==> config.mk <==
export PLATFORM = sky130hd
export DESIGN_NAME = debug_unit
export DESIGN_NICKNAME = d
export VERILOG_FILES = /design/src/rtl/debug_unit.sv
export SDC_FILE = /design/constraint.sdc
export NUM_CORES = 1
export LEC_CHECK = 0
export ABC_AREA = 1
export CAP_MARGIN = 10
export CORE_UTILIZATION = 58
export CTS_CLUSTER_SIZE = 30
export DETAILED_ROUTE_END_ITERATION = 7
export DONT_BUFFER_PORTS = 1
export HOLD_SLACK_MARGIN = 0.02
export PLACE_DENSITY = 0.76
export REMOVE_ABC_BUFFERS = 1
export SYNTH_ARGS = -nofsm -noshare
export SYNTH_HDL_FRONTEND = slang
export SYNTH_SLANG_ARGS = --single-unit
==> constraint.sdc <==
create_clock -name i_clock -period 2.3 [get_ports i_clock]
set_input_delay 0.345 -clock i_clock [delete_from_list [all_inputs] [get_ports i_clock]]
set_output_delay 0.345 -clock i_clock [all_outputs]
set_load 0.02 [all_outputs]
==> src/rtl/debug_unit.sv <==
// Host debug controller: decodes UART commands, gates pipeline advance, counts
// executed cycles and streams a PC / cycle-count / register-file dump as bytes.
module debug_unit #(
   parameter int NB_REG        = 32,
   parameter int NB_BYTE       = 8,
   parameter int NB_REG_ADDR   = 5,
   parameter int REGFILE_DEPTH = 32
) (
   input  logic                   i_clock,
   input  logic                   i_reset,
   input  logic [NB_BYTE-1:0]     i_rx_data,
   input  logic                   i_rx_valid,
   output logic [NB_BYTE-1:0]     o_tx_data,
   output logic                   o_tx_valid,
   input  logic                   i_tx_ready,
   output logic                   o_valid,
   input  logic                   i_halt,
   input  logic [NB_REG-1:0]      i_pc,
   output logic [NB_REG_ADDR-1:0] o_reg_addr,
   input  logic [NB_REG-1:0]      i_reg_data,
   output logic                   o_busy
);
   localparam int NB_BYTES = NB_REG / NB_BYTE;
   localparam int NB_BCNT  = (NB_BYTES > 1) ? $clog2(NB_BYTES) : 1;
   localparam int N_WORDS  = REGFILE_DEPTH + 2;
   localparam int NB_WCNT  = $clog2(N_WORDS + 1);

   localparam logic [NB_BYTE-1:0] CMD_RUN  = NB_BYTE'('h63);
   localparam logic [NB_BYTE-1:0] CMD_STEP = NB_BYTE'('h73);
   localparam logic [NB_BYTE-1:0] CMD_DUMP = NB_BYTE'('h64);

   typedef enum logic [2:0] {
      ST_IDLE, ST_RUN, ST_STEP, ST_LOAD, ST_CAP, ST_SEND
   } state_t;

   state_t               r_state;
   state_t               w_next;
   logic [NB_WCNT-1:0]   r_word;
   logic [NB_BCNT-1:0]   r_byte;
   logic [NB_REG-1:0]    r_cycle;
   logic [NB_REG-1:0]    r_pc_snap;
   logic [NB_REG-1:0]    r_shift;
   logic                 w_enter_dump;
   logic                 w_accept;
   logic                 w_last_byte;
   logic                 w_last_word;

   assign w_accept     = (r_state == ST_SEND) && i_tx_ready;
   assign w_last_byte  = (r_byte == NB_BCNT'(NB_BYTES - 1));
   assign w_last_word  = (r_word == NB_WCNT'(N_WORDS - 1));
   assign w_enter_dump = (w_next == ST_LOAD) &&
                         (r_state inside {ST_IDLE, ST_RUN, ST_STEP});

   always_ff @(posedge i_clock or posedge i_reset) begin
      if (i_reset) begin
         r_state <= ST_IDLE;
         r_word  <= '0;
         r_byte  <= '0;
         r_cycle <= '0;
      end else begin
         r_state <= w_next;
         if (o_valid)
            r_cycle <= r_cycle + 1'b1;
         if (w_enter_dump)
            r_word <= '0;
         else if (w_accept && w_last_byte)
            r_word <= r_word + 1'b1;
         if (w_accept)
            r_byte <= w_last_byte ? '0 : r_byte + 1'b1;
      end
   end

   always_comb begin
      w_next = r_state;
      case (r_state)
         ST_IDLE: begin
            if (i_rx_valid) begin
               if (i_rx_data == CMD_DUMP)
                  w_next = ST_LOAD;
               else if (i_rx_data == CMD_RUN)
                  w_next = i_halt ? ST_LOAD : ST_RUN;
               else if (i_rx_data == CMD_STEP)
                  w_next = i_halt ? ST_LOAD : ST_STEP;
            end
         end
         ST_RUN:  if (i_halt) w_next = ST_LOAD;
         ST_STEP: w_next = ST_LOAD;
         // PC and cycle words load directly; registers need a capture cycle
         ST_LOAD: w_next = (r_word < NB_WCNT'(2)) ? ST_SEND : ST_CAP;
         ST_CAP:  w_next = ST_SEND;
         ST_SEND: begin
            if (w_accept && w_last_byte)
               w_next = w_last_word ? ST_IDLE : ST_LOAD;
         end
         default: w_next = ST_IDLE;
      endcase
   end

   always_comb begin
      o_valid    = (r_state == ST_RUN) || (r_state == ST_STEP);
      o_busy     = (r_state != ST_IDLE);
      o_tx_valid = (r_state == ST_SEND);
      o_tx_data  = (r_state == ST_SEND) ? r_shift[NB_REG-1 -: NB_BYTE] : '0;
      o_reg_addr = '0;
      if ((r_state == ST_LOAD) && (r_word >= NB_WCNT'(2)))
         o_reg_addr = NB_REG_ADDR'(r_word - NB_WCNT'(2));
   end

   // Counter is frozen while dumping, so it is read live at its load slot
   always_ff @(posedge i_clock) begin
      if (w_enter_dump)
         r_pc_snap <= i_pc;
      case (r_state)
         ST_LOAD: begin
            if (r_word == NB_WCNT'(0))
               r_shift <= r_pc_snap;
            else if (r_word == NB_WCNT'(1))
               r_shift <= r_cycle;
         end
         ST_CAP:  r_shift <= i_reg_data;
         ST_SEND: if (i_tx_ready) r_shift <= r_shift << NB_BYTE;
         default: ;
      endcase
   end
endmodule

### Yosys cells after proc, flatten, opt, wreduce, memory -nomap -nowiden

Cells that the tools add are included.

* register bits after elaboration: 107
* output and inout port bits: 16

* add/sub/neg operators: 4
* order comparisons: 2
* eq/ne operators: 14
* mux-type cells: 20
* reduce and logical (&&, ||, !) cells: 12

Operator list (number)
* 2-to-1 mux 32 bit: 3
* one-hot mux 32 bit (3 select lines): 1
* adder 32 x 1 -> 32 bit (second input constant): 1
* == test 8 x 7 -> 1 bit (second input constant): 3
* 2-to-1 mux 3 bit: 6
* one-hot mux 3 bit (6 select lines): 1
* 2-to-1 mux 6 bit: 2
* == test 3 x 2 -> 1 bit (second input constant): 3
* nonzero test 3 bit: 3
* 2-to-1 mux 8 bit: 1
* adder 6 x 1 -> 6 bit (second input constant): 1
* == test 3 bit (second input constant): 2
* == test 6 x 1 -> 1 bit (second input constant): 1
* == test 6 bit (second input constant): 1
* >= comparator 6 x 2 -> 1 bit (second input constant): 1
* logical NOT 6 bit: 1
* < comparator 6 x 2 -> 1 bit (second input constant): 1
* 2-to-1 mux 2 bit: 3
* 2-to-1 mux 5 bit: 1
* subtractor 5 x 2 -> 5 bit (second input constant): 1
* logical AND 1 bit: 4
* == test 3 x 1 -> 1 bit (second input constant): 1
* logical NOT 3 bit: 1
* != test 3 x 1 -> 1 bit (second input constant): 1
* 7 further kinds: 8

### Depth between registers and ports, before layout

* depth after elaboration: 9
* depth in mapped cells: 13
* depth with buffers taken out: 13

### Worst setup path after synthesis

OpenSTA, ideal clock, no wires.

* path type: register -> register
* from: register r_state[1]
* to: register r_pc_snap[0], enable pin
* arrival: 1864 ps
* data required time: 1913 ps
* path slack: 50 ps
* stages on the path, launching flop included: 11
* period minus slack after synthesis: 2250 ps
* cell sequence: dfrtp_1 -> inv_2 -> nand3_2 -> buf_4 -> inv_4 -> o21ai_2 -> nand2_1 -> a21oi_1 -> nand2_2 -> nand3_4 -> inv_1

* longest elaborated chain between the ends: 7

Ends and longest elaborated chain
* from (decl): RTL line 36 `state_t r_state;`
* from (signal assigned): RTL line 61 `r_state <= w_next;`
* 2-to-1 mux 3 bit / == test 3 bit (equally long branches): RTL line 82, 48, 75
* 2-to-1 mux 3 bit / logical AND 1 bit (equally long branches): RTL line 80, 48
* 2-to-1 mux 3 bit / logical AND 1 bit (equally long branches): RTL line 78, 92
* 2-to-1 mux 3 bit (on tied branches): RTL line 77, 92
* one-hot mux 3 bit (6 select lines) *: RTL line 75 `case (r_state)`
* net w_next[1]: RTL line 37 `state_t w_next;`
* == test 3 x 2 -> 1 bit *: RTL line 51 `assign w_enter_dump = (w_next == ST_LOAD) &&`
* logical AND 1 bit *: RTL line 51
* net w_enter_dump: RTL line 43 `logic w_enter_dump;`
* to (signal assigned): RTL line 112 `r_pc_snap <= i_pc;`
* to (decl): RTL line 41 `logic [NB_REG-1:0] r_pc_snap;`

Mark *: on every way through the listed nets, which the timed path passes. The rest lies on a longest branch.
A chain may end at the register's enable or synchronous reset.

### Worst setup path after layout

* from: register r_word[0]
* to: output port o_reg_addr[0]

* longest elaborated chain between the ends: 3

Ends and longest elaborated chain
* from (decl): RTL line 38 `logic [NB_WCNT-1:0] r_word;`
* from (signal assigned): RTL line 67 `r_word <= r_word + 1'b1;`
* >= comparator 6 x 2 -> 1 bit: RTL line 105 `if ((r_state == ST_LOAD) && (r_word >= NB_WCNT'(2)))`
* logical AND 1 bit: RTL line 105
* 2-to-1 mux 5 bit *: RTL line 105
* to (decl): RTL line 19 `output logic [NB_REG_ADDR-1:0] o_reg_addr,`

Mark *: on every way between the ends. The rest lies on a longest branch, timed or not.

==> summary.md <==
| Metric | Value |
|---|---|
| Outcome | `finished, final reports clean` |
| Post-Synthesis Cells | `628` |
| Vias/cell | `5.46` |
| DP Wirelength | `9300 um` |
| Clk slew on worst S/H paths | `about 100 ps` |
| Sequential fraction of the synthesis area | `between 50 and 60%` |
| DR WL/cell | `~16 um` |
| Area grow syn2layout | `8.56%` |
| Initial antenna violation count | `0` |
| Unrepaired setup endpoints after global routing | `false` |
| Via count | `4244` |
| Bufs and invs on worst path | `1` |
| Top delay family on crit path | `flip-flops` |
| Synthesized area | `between 5000 and 6000 um^2` |
| Total power | `approximately 8 mW` |
| Num CTS Buffers | `9` |
| DR iter-0 viols | `between 200 and 300` |
| Post CTS Setup Buffer Count | `0` |
| Post-CTS Resized | `1` |
| Most common cell after layout, fill and taps aside | `nand2_1` |
| I/O pin cnt | `93` |
| Period utilisation layout | `~93%` |
| CP cell instances | `inv_1, ha_1, o31ai_2, nor2_1` |
| CTS root buffer | `clkbuf_8` |
| Startpoint types | `register` |
| Critical Path RT | `between 1500 and 2000 ps` |
| PwrDens | `around 1300 nW/um^2` |
| Initial Util | `between 60% and 70%` |
| Seq cells post-synth | `approximately 110` |
| Crit path max fanout | `6` |
| Post-DRT Antenna Nets | `0` |
| Die Width | `~100 um` |
| Hold_ws | `~30 ps` |
| Largest net degree at the start of global routing | `35` |
| Synth Flop Type | `edfxtp_1` |
| Leakage | `around 2.5 nW` |
| Worst min path class | `input pin to async pin` |
| Leading cell types in the layout, fill and taps excluded | `nand2_1 (128), inv_1 (79), nand3_1 (67)` |
| Critical path arrival | `~1800 ps` |
| GRT busiest layer | `met2` |
| Hold-fix buffers at CTS | `0` |
| IO Port Bufs | `0` |
| GRT Overall Usage | `about a quarter` |
| Clk_lat worst skew | `around 380 ps` |
| Final setup violation count | `0` |
| R2R Path Start | `r_state[0]` |
| Clock Skew | `between 15 and 20 ps` |
| Htree depth | `3` |
| Setup CP Type | `register to output pin` |
| CTS tree | `yes` |
| M2 GR Usage | `approximately 45%` |
| First-pass GRT wire length | `roughly 20000 um` |
| Share of layout cells above drive strength 1 | `11.4%` |
| Final hold vios | `0` |
| MaxCap Viol Count | `0` |
| Critical path capture point type | `output pin` |
| Grt met1 use | `around 32%` |
| Synthesis Warnings | `0` |
| Max stage delay cell, worst path | `dfrtp_1` |
| Fin nets | `about 730` |
| Post-synth ARST share | `~40%` |
| DRT Wirelength | `12300 um` |
| Die height | `between 100 and 150 um` |
| Worst-Margin Slew | `about 860 ps` |
| Place WS | `roughly 240 ps` |
| Post-synth EDFFs | `64` |
| Max Clock Freq | `around 0.47 GHz` |
| Synth cell types | `34` |
| Rel. slew slack | `about 42%` |
| Rows | `35` |
| Min cycle time layout | `about 2100 ps` |
| GPL Wtd Cong | `0.927` |
| Overflow after GRT | `0` |
| Core area | `9280 um^2` |
| Total die area | `10000 um^2` |
| Max-slew violation count | `0` |
| Maximum vdd drop | `~0.73 mV` |
| Mean Syn Cell Area | `between 8 and 9 um^2` |
| Vias in the first global route | `4167` |
| DRT Pass-1 Iters | `5` |
| Sink Count | `roughly 110` |
| GR Util met3 | `under 10%` |
| Fin worst setup slack | `between 150 and 200 ps` |
| Ant diodes | `0` |
| Crit path from | `r_word[0]` |
| DRC | `0` |
| Clock Tree Buf Depth | `2` |
| Critical path's largest stage delay | `between 400 and 500 ps` |
## state kept, by name, summed over array words and instances, names as in the netlist
name,cells
r_word,6
r_pc_snap,32
r_cycle,32
r_byte,2
r_state,3
r_shift,32
## kinds of logic (layout without fill, tap and decap cells)
group                      after synthesis  after routing  synth area share, %
adders and majority gates                8              8                 1.79
and+or+nand+nor                        300            300                 25.3
AOI/OAI and AO/OA                       77             77                 7.25
buffers and inverters                  105            125                 7.27
xor gates and xnor gates                31             31                 4.85
DFF                                    107            107                 53.6
## metrics by stage
step | std cells | utilization (%) | setup TNS [ps] | instance area (um^2)
floorplan | 608 | - | -39210 | 5510
global placement | 761 | 63.4 | 0 | 5880
detailed placement | 761 | 63.4 | 0 | 5880
CTS | 777 | 65.4 | 0 | 6070
global route | 777 | 65.4 | 0 | 6070
finish | 777 | 65.4 | 0 | 6070
## worst reg2reg max path, cell delays in order (launching register included)
cell and delay, ps:
dfrtp_1 480, nand2_1 120, nor2_1 220, inv_1 120
nor3_1 250, nor3_2 90, nand2_2 100, nand3_4 110
inv_1 130, buf_12 210
## cells in the mapped netlist, types with 5 or more instances
| cell | number | share of area, % |
|---|---|---|
| xor2_1 | 30 | 4.7 |
| nor2_1 | 58 | 3.9 |
| o21ai_0 | 46 | 4.1 |
| nand2_2 | 6 | 0.67 |
| edfxtp_1 | 64 | 34 |
| dfrtp_1 | 43 | 19 |
| inv_1 | 79 | 5.3 |
| a21oi_1 | 23 | 2.1 |
| buf_2 | 5 | 0.45 |
| nand2_1 | 128 | 8.6 |
| ha_1 | 8 | 1.8 |
| nand3_1 | 68 | 6.1 |
| inv_2 | 5 | 0.34 |
| clkbuf_1 | 14 | 0.94 |
| nor3_1 | 15 | 1.3 |
## metal layers
metal / share of wire [%] / wire, um
met4: 2.6 / 320
met3: 5.7 / 699
met5: 0 / 0
met1: 41 / 5090
met2: 50 / 6200
## path summary, 6_finish.rpt
check | depth (start not counted) | slack (ps) | to
setup / recovery | 4 | 150 | o_reg_addr[0]
hold / removal | 1 | 30 | r_cycle[15]
setup reg to reg | 9 | 170 | r_pc_snap[16]
hold reg to reg | 1 | 480 | r_cycle[31]
max in group asynchronous | 2 | 1580 | r_word[5]
min in group i_clock | 0 | 50 | r_pc_snap[28]
## cell type report
| class | count | area, um^2 |
|---|---|---|
| fillers | 788 | 3210 |
| well taps | 129 | 161 |
| flip-flops and latches | 107 | 3000 |
| inverters | 85 | 322 |
| repair buffers | 24 | 205 |
| clock buffers | 9 | 124 |
| multi-input cells | 416 | 2200 |
| clock inverters | 7 | 63.8 |
## where the power goes
part           switching [mW]  internal [mW]
Sequential              0.294           3.09
Clock                   0.701          0.423
Combinational            2.21           1.08
No activity file was read; power rests on OpenSTA's default activity.
